`config.mk`:
```
export PLATFORM = sky130hd
export DESIGN_NAME = prog_clk_div
export DESIGN_NICKNAME = d
export VERILOG_FILES = /design/src/rtl/prog_clk_div.sv
export SDC_FILE = /design/constraint.sdc
export NUM_CORES = 1
export LEC_CHECK = 0
export CORE_UTILIZATION = 45
export CTS_BUF_LIST = sky130_fd_sc_hd__clkbuf_8
export CTS_CLUSTER_SIZE = 25
export DETAILED_ROUTE_END_ITERATION = 8
export GPL_TIMING_DRIVEN = 1
export PLACE_DENSITY = 0.81
export SLEW_MARGIN = 10
export SYNTH_ARGS = -nofsm -noshare
export SYNTH_HDL_FRONTEND = slang
export SYNTH_SLANG_ARGS = --single-unit
export TNS_END_PERCENT = 50
```
`constraint.sdc`:
```
create_clock -name clk -period 3.5 [get_ports clk]
set_input_delay 0.875 -clock clk [delete_from_list [all_inputs] [get_ports clk]]
set_output_delay 0.875 -clock clk [all_outputs]
set_load 0.01 [all_outputs]
```
`src/rtl/prog_clk_div.sv`:
```
// Runtime-programmable synchronous clock divider: divides clk by N (1..2^WIDTH-1),
// with a registered glitch-free fout, a per-period tick, and boundary-safe divisor loads.
module prog_clk_div #(
    parameter int WIDTH       = 8,
    parameter int DEFAULT_DIV = 8
) (
    input  logic             clk,
    input  logic             reset_n,
    input  logic             en,
    input  logic             sync_clr,
    input  logic [WIDTH-1:0] div_in,
    input  logic             div_load,
    output logic             fout,
    output logic             tick,
    output logic [WIDTH-1:0] cnt,
    output logic [WIDTH-1:0] div_cur,
    output logic             div_busy,
    output logic             load_err
);

    localparam logic [WIDTH-1:0] DEF_DIV = WIDTH'(DEFAULT_DIV);

    logic [WIDTH-1:0] r_cnt;
    logic [WIDTH-1:0] r_div_cur;
    logic [WIDTH-1:0] r_pend;
    logic             r_busy;
    logic             r_load_err;
    logic             r_fout;

    logic             w_last;
    logic             w_wrap;
    logic             w_apply;
    logic             w_load_ok;
    logic [WIDTH-1:0] w_cnt_nxt;
    logic [WIDTH-1:0] w_div_nxt;
    logic             w_fout_nxt;

    assign w_last    = (r_cnt == (r_div_cur - WIDTH'(1)));
    assign w_wrap    = en & ~sync_clr & w_last;
    // A pending divisor is applied on a wrap or a restart, using pre-cycle busy/pending.
    assign w_apply   = r_busy & (sync_clr | w_wrap);
    assign w_load_ok = div_load & (div_in != '0);

    always_comb begin
        w_cnt_nxt = r_cnt;
        if (sync_clr) begin
            w_cnt_nxt = '0;
        end else if (en) begin
            w_cnt_nxt = w_last ? '0 : r_cnt + WIDTH'(1);
        end
    end

    assign w_div_nxt  = w_apply ? r_pend : r_div_cur;
    // fout is registered from next-state values so fout == (cnt >= div_cur/2) every cycle.
    assign w_fout_nxt = (w_cnt_nxt >= (w_div_nxt >> 1));

    always_ff @(posedge clk or negedge reset_n) begin
        if (!reset_n) begin
            r_cnt      <= '0;
            r_div_cur  <= DEF_DIV;
            r_pend     <= DEF_DIV;
            r_busy     <= 1'b0;
            r_load_err <= 1'b0;
            r_fout     <= 1'b0;
        end else begin
            r_cnt      <= w_cnt_nxt;
            r_div_cur  <= w_div_nxt;
            r_fout     <= w_fout_nxt;
            r_load_err <= div_load & (div_in == '0);
            if (w_load_ok) begin
                r_pend <= div_in;
                r_busy <= 1'b1;
            end else if (w_apply) begin
                r_busy <= 1'b0;
            end
        end
    end

    assign tick     = reset_n & w_wrap;
    assign fout     = r_fout;
    assign cnt      = r_cnt;
    assign div_cur  = r_div_cur;
    assign div_busy = r_busy;
    assign load_err = r_load_err;

endmodule

```
==> flow_metrics.tcl, run 1 <==
set metrics [dict create \
    outcome "complete, no violations" \
    placed_area_um2 2030 \
    grt_usage 0.199 \
    grt_max_degree 28 \
    startpoint_type "register" \
    maxSlewHeadroom 0.737 \
    tightest_slew_ns 0.395 \
    synth.top_cell.area_share 0.389 \
    placementRows 21 \
    grt_pass1_wl_um 5510 \
    post-route-min-period_ns 3.45 \
    synth_cells 156 \
    ctsHtreeMaxLevel 1 \
    fin_area_um2 2110 \
    synth_adder_area_share 0.0701 \
    arrival_ns 3.62 \
    syn_area_per_cell_um2 10.3 \
    multi_input_area_um2 932 \
    min_period_over_period 0.987 \
    slew_violations 0 \
    crit_fanout 5 \
    dr.first_iter.drc_count 22 \
    antenna_found_initial 0 \
    cellPowerDensity_nw_per_um2 407 \
    wl_per_cell_um 14.4 \
    vias 1246 \
    ys_ff_latch 27 \
    hold_buffers 0 \
    coreArea_um2 3390 \
    synthFlopType "dfrtp_1" \
    async_flop_share 1.00 \
    dieWidth_um 61.8 \
    synth.mux.area_fraction 0.109 \
    area_growth_pct 31.1 \
    syn_area_um2 1610 \
    drv_cap 0 \
    setup_viol 0 \
    crit_path_end_kind "register" \
    seq_area_um2 681 \
    worstSetupPathType "reg2reg" \
    finalClockSkew_ns 0.00431 \
    gp_congestion 0.831 \
    yosys.area_share.simple 0.195 \
    hold_violations 0 \
    synthDistinctLibCells 37 \
    clk_pin_slew_ns 0.09 \
    holdCritPathClass "reg2reg" \
    start_util 0.474 \
    grt_pass1_vias 1261 \
    final_core_util 0.621 \
    route.detailed.drc 0 \
    synth-edff-count 0 \
    synth_nets 178 \
    cts_tree "built" \
    synth_area_leaders "dfrtp_1 39%, ha_1 7.0%, nand2_1 5.4%" \
    rsz0062_at_grt "yes" \
    cts.sink_count 27 \
    setup-tns-final_ns 0 \
    fmax_mhz 289 \
    drive_above_1_share 0.166 \
    cts_buffers 3 \
    first_pass_iters 4 \
    clockRootBuffer "clkbuf_8" \
    synth_compound_area_frac 0.0818 \
    yosysSeqAreaShare 0.422 \
    yosys.area_share.xor_xnor 0.0872 \
    antennaDiodeCount 0 \
    die_y_um 61.8 \
    dpl.hpwl_um 2710 \
    power_mw 0.858 \
    filler_cell_count 282 \
    grt-ovfl-total 0 \
    drt-vias-per-instance 5.21 \
    wl_um 3430 \
    nNetsFinal 216 \
    numPortBuffers 32 \
    yosys_warnings 0 \
    ioPinCount 33 \
    p_leak_nw 0.996 \
    critical_path_required_ns 3.66 \
    drtAntennaViolNets 0 \
    clkLatencyLatePin_ns 0.27 \
    peakVddDrop_v 0.000245 \
    hold_slack_ns 0.509 \
    synth_top_family_by_area "simple AND/OR/NAND/NOR gates" \
    cts_buffer_depth 2 \
    yosysTopAreaCell "dfrtp_1" \
    dieArea_um2 3810 \
]
metal layers:
layer / track usage / vias to the layer above / part of all wire
li1: - / 622 / -
met1: 0.247 / 596 / 0.44
met2: 0.364 / 26 / 0.53
met3: 0.0207 / 2 / 0.025
met4: 0.0603 / 0 / 0.0055
met5: 0 / - / 0
synth_stat cells (2+ instances only):
library cell	count
dfrtp_1	25
nand2_1	23
nor2_1	13
ha_1	9
xnor2_1	9
mux2i_1	7
xor2_1	7
inv_1	6
and3_1	4
mux2_2	4
mux2_4	4
nor3_1	4
a21oi_1	3
clkbuf_1	3
nand2b_1	3
nand3_1	3
nor4_1	3
a21o_1	2
a22o_1	2
buf_6	2
dfstp_2	2
nand4_1	2
o21ai_0	2
per-stage QoR:
step / worst slack (ns) / std cells
4_1_cts: 0.0321 / 238
3_5_place_dp: -0.108 / 234
6_report: 0.0451 / 239
2_1_floorplan: 0.0167 / 156
3_3_place_gp: -0.00997 / 234
5_1_grt: -0.0725 / 239
cell families after synthesis:
group	Yosys count
buffers and inverters	11
XOR/XNOR	16
multiplexers	15
flip-flops	27
adder cells (fa/ha/maj)	9
AND/OR/NAND/NOR	63
AO/OA/AOI/OAI	15
area by class of cell:
cell class | instances | share of cell area
Inverter | 6 | 0.0107
Timing Repair Buffer | 38 | 0.175
Tap cell | 46 | 0.0273
Multi-Input combinational cell | 118 | 0.443
Clock buffer | 3 | 0.0196
Clock inverter | 1 | 0.00178
Sequential cell | 27 | 0.323
layout by cell type, fill, tap and decap left out, types with 6 or more instances in the layout:
| cell type | synthesis | final |
|---|---|---|
| inv_1 | 6 | 7 |
| clkdlybuf4s50_1 | 0 | 31 |
| buf_4 | 0 | 6 |
| ha_1 | 9 | 9 |
| nor2_1 | 13 | 13 |
| xor2_1 | 7 | 7 |
| xnor2_1 | 9 | 9 |
| nand2_1 | 23 | 23 |
| dfrtp_1 | 25 | 23 |
| mux2i_1 | 7 | 6 |
critical path, cell delays in order, from the launching register on:
cell,delay [ns]
dfrtp_2,0.45
or4_4,0.58
a2111oi_4,0.35
nor3_4,0.08
o31ai_4,0.32
nand2_4,0.08
mux2_4,0.31
ha_1,0.26
nand2b_1,0.14
a21o_1,0.15
a21o_1,0.19
a21oi_2,0.11
o21ai_1,0.06
a211o_1,0.25
sequential cells by signal, indices dropped and copies added, names as in the netlist:
register / flops
div_busy: 1
load_err: 1
div_cur: 8
r_pend: 8
cnt: 8
fout: 1
final timing paths:
check,from,endpoint,slack [ns],depth (start not counted)
setup / recovery,div_cur[0],fout,0.05,13
hold / removal,r_pend[0],r_pend[0],0.51,1
setup reg to reg,div_cur[0],fout,0.05,13
hold reg to reg,r_pend[0],r_pend[0],0.51,1
max in group asynchronous,reset_n,div_cur[3],2.20,2
min in group asynchronous,reset_n,cnt[3],1.00,2
where the power goes:
part	leakage, nW	total (mW)	internal [mW]	switching [mW]
Sequential	0.338	0.398	0.346	0.0514
Clock	0.0269	0.170	0.0786	0.0913
Combinational	0.631	0.290	0.161	0.129
Total	0.996	0.858	0.586	0.272
repair_timing:
action                                  CTS  global route
endpoints found under the setup margin    1             2
gates cloned                              0             0
resized for setup                         1             5
pin swaps                                 0             4
setup buffers                             0             1
No activity file was read; power rests on OpenSTA's default activity.
==> run 2: changes to the inputs <==
--- a/config.mk
+++ b/config.mk
@@ -5,12 +5,14 @@
 export SDC_FILE = /design/constraint.sdc
 export NUM_CORES = 1
 export LEC_CHECK = 0
-export CORE_UTILIZATION = 45
+export CELL_PAD_IN_SITES_DETAIL_PLACEMENT = 1
+export CELL_PAD_IN_SITES_GLOBAL_PLACEMENT = 2
+export CORE_UTILIZATION = 30
 export CTS_BUF_LIST = sky130_fd_sc_hd__clkbuf_8
 export CTS_CLUSTER_SIZE = 25
 export DETAILED_ROUTE_END_ITERATION = 8
 export GPL_TIMING_DRIVEN = 1
-export PLACE_DENSITY = 0.81
+export PLACE_DENSITY = 0.85
 export SLEW_MARGIN = 10
 export SYNTH_ARGS = -nofsm -noshare
 export SYNTH_HDL_FRONTEND = slang
==> flow_metrics.tcl, run 2 (synthesized netlist as in run 1, its figures left out) <==
set metrics [dict create \
    outcome "complete, no violations" \
    cellPowerDensity_nw_per_um2 406 \
    slew_violations 0 \
    post-route-min-period_ns 3.45 \
    vias 1243 \
    fin_area_um2 2160 \
    grt_pass1_wl_um 6520 \
    clk_pin_slew_ns 0.09 \
    min_period_over_period 0.985 \
    first_pass_iters 4 \
    dr.first_iter.drc_count 42 \
    drt-vias-per-instance 4.71 \
    peakVddDrop_v 0.000248 \
    wl_per_cell_um 14.8 \
    hold_violations 0 \
    cts_tree "built" \
    antennaDiodeCount 0 \
    p_leak_nw 0.997 \
    final_core_util 0.420 \
    tightest_slew_ns 0.425 \
    arrival_ns 3.61 \
    dieArea_um2 5650 \
    critical_path_required_ns 3.66 \
    route.detailed.drc 0 \
    filler_cell_count 606 \
    dpl.hpwl_um 3040 \
    drv_cap 0 \
    rsz0062_at_grt "yes" \
    crit_fanout 5 \
    numPortBuffers 32 \
    wl_um 3890 \
    nNetsFinal 217 \
    mostFrequentLayoutCells "31 x clkdlybuf4s50_1, 23 x nand2_1, 23 x dfrtp_1, 13 x nor2_1, 9 x xnor2_1" \
    die_y_um 75.2 \
    finalWorstSetupSlack_ns 0.0529 \
    cts.sink_count 27 \
    grt-ovfl-total 0 \
    cts_buffer_depth 2 \
    gp_congestion 0.777 \
    crit_path_end_kind "register" \
    ctsHtreeMaxLevel 1 \
    coreArea_um2 5140 \
    finalClockSkew_ns 0.00340 \
    final_cell_count_no_fill 264 \
    final_common_cell "clkdlybuf4s50_1" \
    worstSetupPathType "reg2reg" \
    drtAntennaViolNets 0 \
    dieWidth_um 75.2 \
    grt_max_degree 28 \
    drive_above_1_share 0.175 \
    cts_buffers 3 \
    hold_buffers 0 \
    holdCritPathClass "reg2reg" \
    placed_area_um2 2060 \
    startpoint_type "register" \
    grt_pass1_vias 1366 \
    maxSlewHeadroom 0.717 \
    antenna_found_initial 0 \
    dp.cells 258 \
    grt_usage 0.155 \
    ioPinCount 33 \
    clockRootBuffer "clkbuf_8" \
    setup_viol 0 \
    power_mw 0.876 \
    clkLatencyLatePin_ns 0.27 \
    area_growth_pct 34.3 \
    post-place-ws_ns -0.145 \
    start_util 0.313 \
    fmax_mhz 290 \
    placementRows 26 \
]
-- run 2: stage by stage --
stage	hold WS, ns	setup TNS, ns
5_1_grt	0.540	-0.0646
3_5_place_dp	0.497	-0.145
3_3_place_gp	0.481	-0.0568
6_report	0.513	0
2_1_floorplan	0.446	0
4_1_cts	0.518	0
-- run 2: path summary, 6_finish.rpt --
| check | startpoint | end | slack (ns) | depth (start not counted) |
|---|---|---|---|---|
| worst max-delay path | div_cur[0] | fout | 0.05 | 13 |
| worst min-delay path | r_pend[1] | r_pend[1] | 0.51 | 2 |
| worst max register to register | div_cur[0] | fout | 0.05 | 13 |
| worst min register to register | r_pend[1] | r_pend[1] | 0.51 | 2 |
| max in group asynchronous | reset_n | r_pend[3] | 2.11 | 2 |
| min in group asynchronous | reset_n | cnt[4] | 1.09 | 2 |
-- run 2: repair_timing --
item                       CTS  global route
setup endpoints to repair    2             1
pin swaps                    0             8
gates resized for setup      3             5
gates cloned                 0             0
buffers inserted             0             2
-- run 2: per-layer routing --
layer,share of wire,vias to the layer above,track usage
met2,0.50,24,0.275
li1,-,620,-
met5,0,-,0
met1,0.46,595,0.205
met3,0.023,4,0.0120
met4,0.014,0,0.0391
-- run 2: power by group --
part | total, mW | switching [mW] | internal [mW]
clock network | 0.172 | 0.0934 | 0.0786
logic | 0.308 | 0.139 | 0.170
registers | 0.396 | 0.0498 | 0.346
total | 0.876 | 0.282 | 0.594
-- run 2: cell type report --
class / instances / area, µm² / share of cell area
clock buffer: 3 / 41.3 / 0.0191
clock inverter: 1 / 3.75 / 0.00174
inverter: 6 / 22.5 / 0.0104
multi-input combinational: 118 / 942 / 0.437
sequential: 27 / 681 / 0.316
tap: 70 / 87.6 / 0.0406
timing repair buffer: 39 / 379 / 0.176
-- run 2: worst max-delay path, stage by stage, from the launching register on --
cell	delay [ns]
dfrtp_2	0.45
or4_4	0.58
a2111oi_4	0.35
nor3_4	0.09
o31ai_4	0.33
nand2_4	0.09
mux2_4	0.32
ha_4	0.21
nand2b_4	0.13
a21o_1	0.15
a21o_1	0.16
a21oi_2	0.11
o21ai_1	0.08
a211o_1	0.28
==> run 3: changes to the inputs <==
--- a/config.mk
+++ b/config.mk
@@ -9,7 +9,7 @@
 export CELL_PAD_IN_SITES_GLOBAL_PLACEMENT = 2
 export CORE_UTILIZATION = 30
 export CTS_BUF_LIST = sky130_fd_sc_hd__clkbuf_8
-export CTS_CLUSTER_SIZE = 25
+export CTS_CLUSTER_SIZE = 28
 export DETAILED_ROUTE_END_ITERATION = 8
 export GPL_TIMING_DRIVEN = 1
 export PLACE_DENSITY = 0.85
==> results of run 3 <==
Same layout as run 2: the final DEF is identical, and so are final timing and power.
